`config.mk`:
```
export PLATFORM = sky130hd
export DESIGN_NAME = obuffer_deskew_flat
export DESIGN_NICKNAME = d
export VERILOG_FILES = /design/src/rtl/obuffer_deskew_pkg.sv /design/src/rtl/obuffer_deskew_if.sv /design/src/rtl/obuffer_col.sv /design/src/rtl/obuffer_deskew.sv /design/src/flat_wrapper.sv
export SDC_FILE = /design/constraint.sdc
export NUM_CORES = 1
export LEC_CHECK = 0
export CAP_MARGIN = 30
export CORE_MARGIN = 5
export CORE_UTILIZATION = 25
export DETAILED_ROUTE_END_ITERATION = 8
export HOLD_SLACK_MARGIN = 0.15
export PLACE_DENSITY_LB_ADDON = 0.05
export SLEW_MARGIN = 40
export SYNTH_ARGS = -nofsm -noshare
export SYNTH_HDL_FRONTEND = slang
export SYNTH_SLANG_ARGS = --single-unit
```
`constraint.sdc`:
```
create_clock -name CLK -period 4.58 [get_ports CLK]
set_input_delay 0.916 -clock CLK [delete_from_list [all_inputs] [get_ports CLK]]
set_output_delay 0.916 -clock CLK [all_outputs]
set_load 0.005 [all_outputs]
```
`src/rtl/obuffer_deskew_pkg.sv`:
```
// Shared definitions for the output-buffer deskew block and its column stores.
package obuffer_deskew_pkg;

  // Systolic array edge length: columns per row and rows per tile.
  localparam int unsigned ARRAY_DIM = 4;
  // Row index and destination tag widths, shared with the input buffer.
  localparam int unsigned ORIDX_W   = 2;
  localparam int unsigned ODST_W    = 4;
  // Column fill counter must be able to hold ARRAY_DIM itself.
  localparam int unsigned CNT_W     = 3;

  typedef enum logic [1:0] {
    StIdle    = 2'd0,
    StCollect = 2'd1,
    StDrain   = 2'd2
  } state_e;

endpackage

```
`src/rtl/obuffer_deskew_if.sv`:
```
// Bus between the array bottom edge / downstream sink and the deskew block.
interface obuffer_deskew_if #(
  parameter int unsigned LANE_W = 8
);
  import obuffer_deskew_pkg::*;

  logic [ARRAY_DIM-1:0]        OCOL_VALID;
  logic [ARRAY_DIM*LANE_W-1:0] OROW_i;
  logic [ODST_W-1:0]           ODST_i;
  logic                        OREADY_i;
  logic [ARRAY_DIM*LANE_W-1:0] OWord;
  logic                        OVALID_o;
  logic [ORIDX_W-1:0]          ORIDX_o;
  logic [ODST_W-1:0]           ODST_o;
  logic                        BUSY_o;
  logic                        OVF_o;

  // Environment side: array strobes/data, tag and sink ready.
  modport master (
    output OCOL_VALID, OROW_i, ODST_i, OREADY_i,
    input  OWord, OVALID_o, ORIDX_o, ODST_o, BUSY_o, OVF_o
  );

  // Deskew block side.
  modport slave (
    input  OCOL_VALID, OROW_i, ODST_i, OREADY_i,
    output OWord, OVALID_o, ORIDX_o, ODST_o, BUSY_o, OVF_o
  );

endinterface

```
`src/rtl/obuffer_col.sv`:
```
// Single-column row store: captures up to ARRAY_DIM lanes in arrival order.
module obuffer_col
  import obuffer_deskew_pkg::*;
#(
  parameter int unsigned LANE_W = 8
) (
  input  logic               CLK,
  input  logic               RSTN,
  input  logic               wr_i,
  input  logic               clr_i,
  input  logic [LANE_W-1:0]  din_i,
  input  logic [ORIDX_W-1:0] rsel_i,
  output logic [LANE_W-1:0]  dout_o,
  output logic               full_o
);

  logic [LANE_W-1:0] mem_q [ARRAY_DIM];
  logic [CNT_W-1:0]  count_q;
  logic              wr_en;

  assign full_o = (count_q == CNT_W'(ARRAY_DIM));
  // A write into a full column is ignored even if the caller lets one through.
  assign wr_en  = wr_i & ~full_o;
  assign dout_o = mem_q[rsel_i];

  // Fill counter: the n-th capture lands in row n-1; cleared when the tile drains.
  always_ff @(posedge CLK or negedge RSTN) begin
    if (!RSTN) begin
      count_q <= '0;
    end else if (clr_i) begin
      count_q <= '0;
    end else if (wr_en) begin
      count_q <= count_q + CNT_W'(1);
    end
  end

  // Data store, no reset needed: output is gated until the tile is complete.
  always_ff @(posedge CLK) begin
    if (wr_en) begin
      mem_q[count_q[ORIDX_W-1:0]] <= din_i;
    end
  end

endmodule

```
`src/rtl/obuffer_deskew.sv`:
```
// Collects a skewed 4x4 tile column by column and drains it as aligned rows.
module obuffer_deskew
  import obuffer_deskew_pkg::*;
#(
  parameter int unsigned LANE_W = 8
) (
  input logic             CLK,
  input logic             RSTN,
  obuffer_deskew_if.slave bus
);

  state_e               state_q;
  logic                 ovalid_q;
  logic                 busy_q;
  logic                 ovf_q;
  logic [ORIDX_W-1:0]   oridx_q;
  logic [ODST_W-1:0]    odst_q;

  logic [ARRAY_DIM-1:0] col_ok;
  logic [ARRAY_DIM-1:0] col_wr;
  logic [ARRAY_DIM-1:0] col_bad;
  logic [ARRAY_DIM-1:0] col_full;
  logic [LANE_W-1:0]    col_dout [ARRAY_DIM];
  logic [ARRAY_DIM*LANE_W-1:0] word;
  logic                 xfer;
  logic                 last_xfer;

  assign xfer      = ovalid_q & bus.OREADY_i;
  assign last_xfer = xfer & (oridx_q == ORIDX_W'(ARRAY_DIM - 1));

  // Column acceptance: only column 0 opens a tile, nothing is taken while draining.
  always_comb begin
    col_ok = '0;
    for (int j = 0; j < ARRAY_DIM; j++) begin
      case (state_q)
        StIdle:    col_ok[j] = (j == 0) && !col_full[j];
        StCollect: col_ok[j] = !col_full[j];
        default:   col_ok[j] = 1'b0;
      endcase
    end
    col_wr  = bus.OCOL_VALID & col_ok;
    col_bad = bus.OCOL_VALID & ~col_ok;
  end

  for (genvar j = 0; j < ARRAY_DIM; j++) begin : g_col
    obuffer_col #(
      .LANE_W(LANE_W)
    ) u_col (
      .CLK    (CLK),
      .RSTN   (RSTN),
      .wr_i   (col_wr[j]),
      .clr_i  (last_xfer),
      .din_i  (bus.OROW_i[(ARRAY_DIM-j)*LANE_W-1 -: LANE_W]),
      .rsel_i (oridx_q),
      .dout_o (col_dout[j]),
      .full_o (col_full[j])
    );
  end

  // Output row assembly, column 0 in the MSB lane; zero whenever no word is offered.
  always_comb begin
    word = '0;
    for (int j = 0; j < ARRAY_DIM; j++) begin
      word[(ARRAY_DIM-j)*LANE_W-1 -: LANE_W] = ovalid_q ? col_dout[j] : '0;
    end
  end

  // Tile FSM with registered status outputs; any rejected strobe sets the sticky error.
  always_ff @(posedge CLK or negedge RSTN) begin
    if (!RSTN) begin
      state_q  <= StIdle;
      ovalid_q <= 1'b0;
      busy_q   <= 1'b0;
      ovf_q    <= 1'b0;
      oridx_q  <= '0;
      odst_q   <= '0;
    end else begin
      if (|col_bad) begin
        ovf_q <= 1'b1;
      end
      case (state_q)
        StIdle: begin
          if (bus.OCOL_VALID[0]) begin
            state_q <= StCollect;
            busy_q  <= 1'b1;
            odst_q  <= bus.ODST_i;
          end
        end
        StCollect: begin
          if (&col_full) begin
            state_q  <= StDrain;
            ovalid_q <= 1'b1;
            oridx_q  <= '0;
          end
        end
        StDrain: begin
          if (last_xfer) begin
            state_q  <= StIdle;
            ovalid_q <= 1'b0;
            busy_q   <= 1'b0;
            oridx_q  <= '0;
          end else if (xfer) begin
            oridx_q <= oridx_q + ORIDX_W'(1);
          end
        end
        default: begin
          state_q  <= StIdle;
          ovalid_q <= 1'b0;
          busy_q   <= 1'b0;
          oridx_q  <= '0;
        end
      endcase
    end
  end

  assign bus.OWord    = word;
  assign bus.OVALID_o = ovalid_q;
  assign bus.ORIDX_o  = oridx_q;
  assign bus.ODST_o   = odst_q;
  assign bus.BUSY_o   = busy_q;
  assign bus.OVF_o    = ovf_q;

endmodule

```
`src/flat_wrapper.sv`:
```
// flat-port wrapper written by rule: the top's interface ports become plain ports
module obuffer_deskew_flat import obuffer_deskew_pkg::*;
#(
  parameter int unsigned LANE_W = 8
)
  (CLK, RSTN, bus_OCOL_VALID, bus_OROW_i, bus_ODST_i, bus_OREADY_i, bus_OWord, bus_OVALID_o, bus_ORIDX_o, bus_ODST_o, bus_BUSY_o, bus_OVF_o);
  obuffer_deskew_if #(.LANE_W(LANE_W)) bus_i ();
  input logic CLK;
  input logic RSTN;
  input wire logic [$bits(bus_i.OCOL_VALID)-1:0] bus_OCOL_VALID;
  input wire logic [$bits(bus_i.OROW_i)-1:0] bus_OROW_i;
  input wire logic [$bits(bus_i.ODST_i)-1:0] bus_ODST_i;
  input wire logic [$bits(bus_i.OREADY_i)-1:0] bus_OREADY_i;
  output wire logic [$bits(bus_i.OWord)-1:0] bus_OWord;
  output wire logic [$bits(bus_i.OVALID_o)-1:0] bus_OVALID_o;
  output wire logic [$bits(bus_i.ORIDX_o)-1:0] bus_ORIDX_o;
  output wire logic [$bits(bus_i.ODST_o)-1:0] bus_ODST_o;
  output wire logic [$bits(bus_i.BUSY_o)-1:0] bus_BUSY_o;
  output wire logic [$bits(bus_i.OVF_o)-1:0] bus_OVF_o;
  assign bus_i.OCOL_VALID = bus_OCOL_VALID;
  assign bus_i.OROW_i = bus_OROW_i;
  assign bus_i.ODST_i = bus_ODST_i;
  assign bus_i.OREADY_i = bus_OREADY_i;
  assign bus_OWord = bus_i.OWord;
  assign bus_OVALID_o = bus_i.OVALID_o;
  assign bus_ORIDX_o = bus_i.ORIDX_o;
  assign bus_ODST_o = bus_i.ODST_o;
  assign bus_BUSY_o = bus_i.BUSY_o;
  assign bus_OVF_o = bus_i.OVF_o;
  obuffer_deskew #(.LANE_W(LANE_W)) u_core (.CLK(CLK), .RSTN(RSTN), .bus(bus_i));
endmodule
```
==> results of run 1 <==
[logic make-up (layout without fill, tap and decap cells)]
| kind of cell | count (synthesis) | count (layout) |
|---|---|---|
| adder cells (fa/ha/maj) | 17 | 17 |
| AND/OR/NAND/NOR | 93 | 93 |
| buffers and inverters | 28 | 126 |
| AO/OA/AOI/OAI | 16 | 16 |
| multiplexers | 40 | 40 |
| flip-flops | 151 | 151 |
| XOR/XNOR | 5 | 5 |
[layer usage]
metal	wire, um	GRT usage (%)
met1	6660	13.7
met2	6680	16.2
met3	555	3.36
met4	121	2.96
met5	0	0
[flip-flops by register name, summed over array words and instances, names as in the netlist]
name                        flops
u_core.bus.ORIDX_o              2
u_core.state_q                  2
u_core.bus.OVALID_o             1
u_core.bus.ODST_o               4
u_core.bus.BUSY_o               1
u_core.g_col.u_col.mem_q      128
u_core.bus.OVF_o                1
u_core.g_col.u_col.count_q     12
[cell type report]
type / count / area, um^2 / share of cell area (%)
Inverter: 9 / 33.8 / 0.421
Clock inverter: 14 / 160 / 2.00
Sequential cell: 151 / 4430 / 55.1
Clock buffer: 17 / 425 / 5.30
Multi-Input combinational cell: 171 / 1700 / 21.2
Tap cell: 330 / 413 / 5.14
Timing Repair Buffer: 86 / 866 / 10.8
[where the power goes]
group	internal, mW	total [mW]	switching [mW]
clock network	0.849	1.39	0.544
registers	1.83	1.98	0.158
logic	0.447	0.897	0.450
total	3.12	4.27	1.15
[synth_stat cells (2+ instances only)]
cell type	count	share of area, %
and2_1	41	4.1
dfrtp_1	23	9.1
a21oi_1	6	0.48
and3_1	6	0.60
ha_1	17	3.4
and2_4	3	0.42
and3_4	2	0.36
o22ai_1	2	0.20
buf_6	9	1.6
nand3_1	5	0.40
xnor2_1	5	0.69
edfxtp_1	128	61
nor2_1	13	0.77
mux2i_1	4	0.64
buf_2	6	0.48
mux4_2	32	11
clkbuf_1	4	0.24
o21ai_2	3	0.42
nand2_1	16	0.95
inv_1	9	0.54
mux2_2	4	0.71
[worst paths after layout]
kind	slack [ns]	depth (start not counted)	to	startpoint
worst min register to register	0.49	2	u_core.bus.OVF_o$_DFFE_PN0P_	u_core.bus.OVF_o$_DFFE_PN0P_
min in group asynchronous	0.86	2	u_core.bus.ODST_o[1]$_DFFE_PN0P_	RSTN
max in group asynchronous	3.44	2	u_core.bus.OVALID_o$_DFFE_PN0P_	RSTN
worst max register to register	2.48	4	u_core.bus.OVALID_o$_DFFE_PN0P_	u_core.bus.ORIDX_o[0]$_DFFE_PN0P_
worst max-delay path	1.0	4	bus_OWord[15]	u_core.bus.ORIDX_o[0]$_DFFE_PN0P_
worst min-delay path	0.49	2	u_core.bus.OVF_o$_DFFE_PN0P_	u_core.bus.OVF_o$_DFFE_PN0P_
[critical path, stage by stage (launching register included)]
cell and delay [ns]:
dfrtp_2 0.76, buf_12 0.30, mux4_2 0.53, and2_1 0.20
clkdlybuf4s50_1 0.46
==> impl_metrics.tcl, run 1 <==
set metrics [dict create \
    synth_edf_count 128 \
    cts_tree "built" \
    synthXorXnorAreaFrac_pct 0.695 \
    skew_ns 0.00776 \
    die_height_um 169 \
    start_util_pct 25.2 \
    ios 84 \
    yosysWarnings 0 \
    slew-limit-headroom_pct 59.7 \
    worst_ep_required_time_ns 3.66 \
    cp.arrival_ns 2.66 \
    fp.dieW_um 169 \
    vias 3235 \
    p_leak_nw 2.76 \
    muxShareOfSynthArea_pct 12.8 \
    drv_cap 0 \
    finalPower_mw 4.27 \
    drtIter0Drc 132 \
    grt_start_max_net_pins 39 \
    overflow 0 \
    instances_no_fill 778 \
    powerDensity_nw_per_um2 532 \
    crit_type "reg -> out" \
    grt_pass1_wl_mm 21.9 \
    portBuffers 83 \
    syn_nets 410 \
    async_flop_share_pct 15.2 \
    status "finished, final reports clean" \
    report.final.hold_viol_count 0 \
    clock_latency_ns 0.41 \
    synthSimpleGateAreaFrac_pct 8.40 \
    place_hpwl_mm 9.30 \
    worstSetupStartpointType "register" \
    antenna_found_initial 0 \
    placed_area_um2 7440 \
    ys_seq_area_share_pct 70.1 \
    ys_ff_latch 151 \
    synth_top_family_by_area "multiplexers" \
    fp.dieArea_um2 28500 \
    drive_above_1_share_pct 18.1 \
    drt_wl_total_mm 14.0 \
    setup_slack_ns 0.999 \
    final_max_slew_viol_count 0 \
    placedCellCount 747 \
    setup_viol 0 \
    clk_pin_slew_ns 0.06 \
    postCtsHoldBufs 0 \
    ir_worst_vdd_mv 0.217 \
    ys_types 33 \
    synth_compound_area_share_pct 1.79 \
    cts_sinks 151 \
    post_cts_resize_count 0 \
    rsz0062_at_grt "false" \
    synth.avg_cell_area_um2 18.0 \
    place_ws_ns 1.35 \
    synth_fa_ha_area_share_pct 3.37 \
    ys.flop_type "edfxtp_1" \
    path_max_fanout 21 \
    hold_slack_ns 0.491 \
    post_drt_via_cell_ratio 4.16 \
    synthesis.area_um2 6300 \
    grt_usage_pct 10.3 \
    tns_ns 0 \
    fin_nets 496 \
    syn_inst 350 \
    gp_congestion 0.680 \
    hold_path_class "reg -> reg" \
    finalCritPeriodShare_pct 78.2 \
    endpoint_kind "output pin" \
    firstDrtPassIters 4 \
    fin_area_um2 8030 \
    antenna_left 0 \
    fmax_ghz 0.279 \
    layout_commonest_cell "edfxtp_1" \
    route.detailed.drc 0 \
    timing_worst_slew_pin_value_ns 0.604 \
    cts_setup_buffers 0 \
    clockBufferDepth 2 \
    core_um2 25000 \
    final_cell_mix "edfxtp_1, clkdlybuf4s50_1, and2_1" \
    drt-wirelength-per-cell_um 18.0 \
    fillCellCount 2443 \
    cts_made_buffers 17 \
    grt_pass1_vias 3612 \
    root_buffer "clkbuf_16" \
    htreeDepth 4 \
    post-route-util_pct 32.1 \
    syn2layout_area_growth_pct 27.4 \
    antenna_cells 0 \
    period_needed_ns 3.58 \
    rows 58 \
]
No activity file was read; power rests on OpenSTA's default activity.
==> run 2: changes to the inputs <==
- clock period: 4.58 -> 3.2 ns (I/O delays scaled with it)
==> run 2 against run 1 <==
  * Clock skew fell by 0.00074 ns
  * Combinational power increased by 51%
  * Largest power group unchanged
  * Via count increased by 0.37%
  * Sequential power rose by 41%
  * Worst hold slack improved by 0.017 ns
  * First-iteration DRC count shrank 22%
  * Routed wire length fell by 3.0%
  * Clock power grew 32%
  * Die area did not move
==> impl_metrics.tcl, run 2 (synthesis gave the netlist of run 1 again) <==
set metrics [dict create \
    setup_viol 0 \
    p_sw_share_pct 28.3 \
    antenna_left 0 \
    skew_ns 0.00702 \
    fmax_ghz 0.351 \
    largest_register_ffs 128 \
    grt_pass1_wl_mm 21.4 \
    timing_worst_slew_pin_value_ns 0.562 \
    hold_path_class "reg -> reg" \
    intPower_mw 4.28 \
    fp.dieArea_um2 28500 \
    grt_start_max_net_pins 33 \
    final_cell_mix "edfxtp_1, clkdlybuf4s50_1, and2_1" \
    drv_cap 0 \
    finalCritPeriodShare_pct 89.0 \
    vias 3247 \
    powerDensity_nw_per_um2 742 \
    cts_made_buffers 17 \
    clockBufferDepth 2 \
    grt_use_met1_pct 13.1 \
    period_needed_ns 2.85 \
    endpoint_kind "output pin" \
    postCtsHoldBufs 0 \
    place_hpwl_mm 9.32 \
    drt_wl_total_mm 13.6 \
    fp.dieW_um 169 \
    seqPwrFrac_pct 46.7 \
    cts_setup_buffers 0 \
    grtUsageMet3_pct 3.29 \
    portBuffers 83 \
    r2r_slack_ns 1.19 \
    drive_above_1_share_pct 19.3 \
    rows 58 \
    placedCellCount 753 \
    crit_path_max_incr_delay_ns 0.55 \
    route.detailed.drc 0 \
    drtIter0Drc 103 \
    pwr-share-clk_pct 30.7 \
    slew-limit-headroom_pct 62.5 \
    cts_sinks 151 \
    post_cts_resize_count 0 \
    rsz0062_at_grt "false" \
    cts_tree "built" \
    antenna_found_initial 2 \
    worst_ep_required_time_ns 2.56 \
    firstDrtPassIters 4 \
    layout_commonest_cell "edfxtp_1" \
    antenna_cells 0 \
    gp_congestion 0.706 \
    final_max_slew_viol_count 0 \
    power_switching_mw 1.69 \
    p_leak_nw 2.77 \
    drt-wirelength-per-cell_um 17.3 \
    worstSetupStartpointType "register" \
    grt.busiest_layer "met2" \
    critical_path.slowest_cell "mux4_2" \
    grt_usage_pct 9.99 \
    combPwrFrac_pct 22.6 \
    start_util_pct 25.2 \
    finalPower_mw 5.97 \
    instances_no_fill 785 \
    fin_nets 502 \
    grt_pass1_vias 3600 \
    clk_pin_slew_ns 0.06 \
    status "finished, final reports clean" \
    ir_worst_vdd_mv 0.369 \
    worstPathCellList "buf_12, mux4_2, and2_1, clkdlybuf4s50_1" \
    syn2layout_area_growth_pct 27.8 \
    report.final.hold_viol_count 0 \
    ios 84 \
    fin_area_um2 8060 \
    fillCellCount 2459 \
    post_drt_via_cell_ratio 4.14 \
    use_met2_pct 16.0 \
    die_height_um 169 \
    core_um2 25000 \
    htreeDepth 4 \
    clock_latency_ns 0.41 \
    overflow 0 \
    crit_type "reg -> out" \
    tns_ns 0 \
    path_max_fanout 23 \
    root_buffer "clkbuf_16" \
    cp.arrival_ns 2.21 \
    placed_area_um2 7510 \
]
[run 2: cell types whose count changed in the layout (fill, tap and decap cells not counted)]
cell        delta
buf_12         +2
buf_4          +4
bufinv_16      -3
clkinv_1       -1
clkinv_2       -3
clkinv_4       +1
clkinvlp_4     +2
dfrtp_1        +1
dfrtp_4        -1
inv_6          +4
inv_8          +1
[run 2: worst paths after layout]
| kind | start | end | depth (start not counted) |
|---|---|---|---|
| worst max-delay path | u_core.bus.ORIDX_o[0]$_DFFE_PN0P_ | bus_OWord[15] | 4 |
| worst min-delay path | u_core.bus.OVF_o$_DFFE_PN0P_ | u_core.bus.OVF_o$_DFFE_PN0P_ | 2 |
| worst max register to register | u_core.g_col[1].u_col.count_q[0]$_DFFE_PN0P_ | u_core.g_col[1].u_col.mem_q[0][5]$_DFFE_PP_ | 5 |
| worst min register to register | u_core.bus.OVF_o$_DFFE_PN0P_ | u_core.bus.OVF_o$_DFFE_PN0P_ | 2 |
| max in group asynchronous | RSTN | u_core.bus.ORIDX_o[1]$_DFFE_PN0P_ | 2 |
| min in group asynchronous | RSTN | u_core.bus.ODST_o[3]$_DFFE_PN0P_ | 2 |
[run 2: stage by stage]
step / hold WS, ns / utilization, % / setup slack [ns]
3_3_place_gp: 0.491 / 30.0 / 0.740
3_5_place_dp: 0.475 / 30.0 / 0.743
5_1_grt: 0.536 / 32.2 / 0.231
2_1_floorplan: 0.344 / - / 1.19
6_report: 0.508 / 32.2 / 0.351
4_1_cts: 0.504 / 32.2 / 0.285
[run 2: final cells by class]
| type | instances | area [um^2] | share of cell area [%] |
|---|---|---|---|
| clock buffers | 17 | 425 | 5.28 |
| inverters | 9 | 33.8 | 0.419 |
| flip-flops and latches | 151 | 4420 | 54.9 |
| clock inverters | 15 | 121 | 1.51 |
| well taps | 330 | 413 | 5.13 |
| multi-input cells | 171 | 1700 | 21.2 |
| repair buffers | 92 | 936 | 11.6 |
[run 2: metal layers]
| metal | part of all wire [%] | vias up | wire length (um) |
|---|---|---|---|
| li1 | - | 1505 | - |
| met1 | 46 | 1662 | 6190 |
| met2 | 49 | 66 | 6630 |
| met3 | 4.5 | 10 | 605 |
| met4 | 0.93 | 4 | 127 |
| met5 | 0.24 | - | 32 |
[run 2: power groups by stage]
stage	logic, mW	registers [mW]	clock network (mW)
3_3_place_gp	1.41	2.83	0
6_report	1.35	2.79	1.83
4_1_cts	1.41	2.80	1.90
3_5_place_dp	1.40	2.84	0
5_1_grt	1.52	2.84	1.99
2_1_floorplan	0.925	2.77	0
[run 2: worst max-delay path, delay by kind of cell, from the launching register on]
family | cells | cell delay, ns
buffers and inverters | 2 | 0.68
flip-flops | 1 | 0.38
multiplexers | 1 | 0.55
AND/OR/NAND/NOR | 1 | 0.17
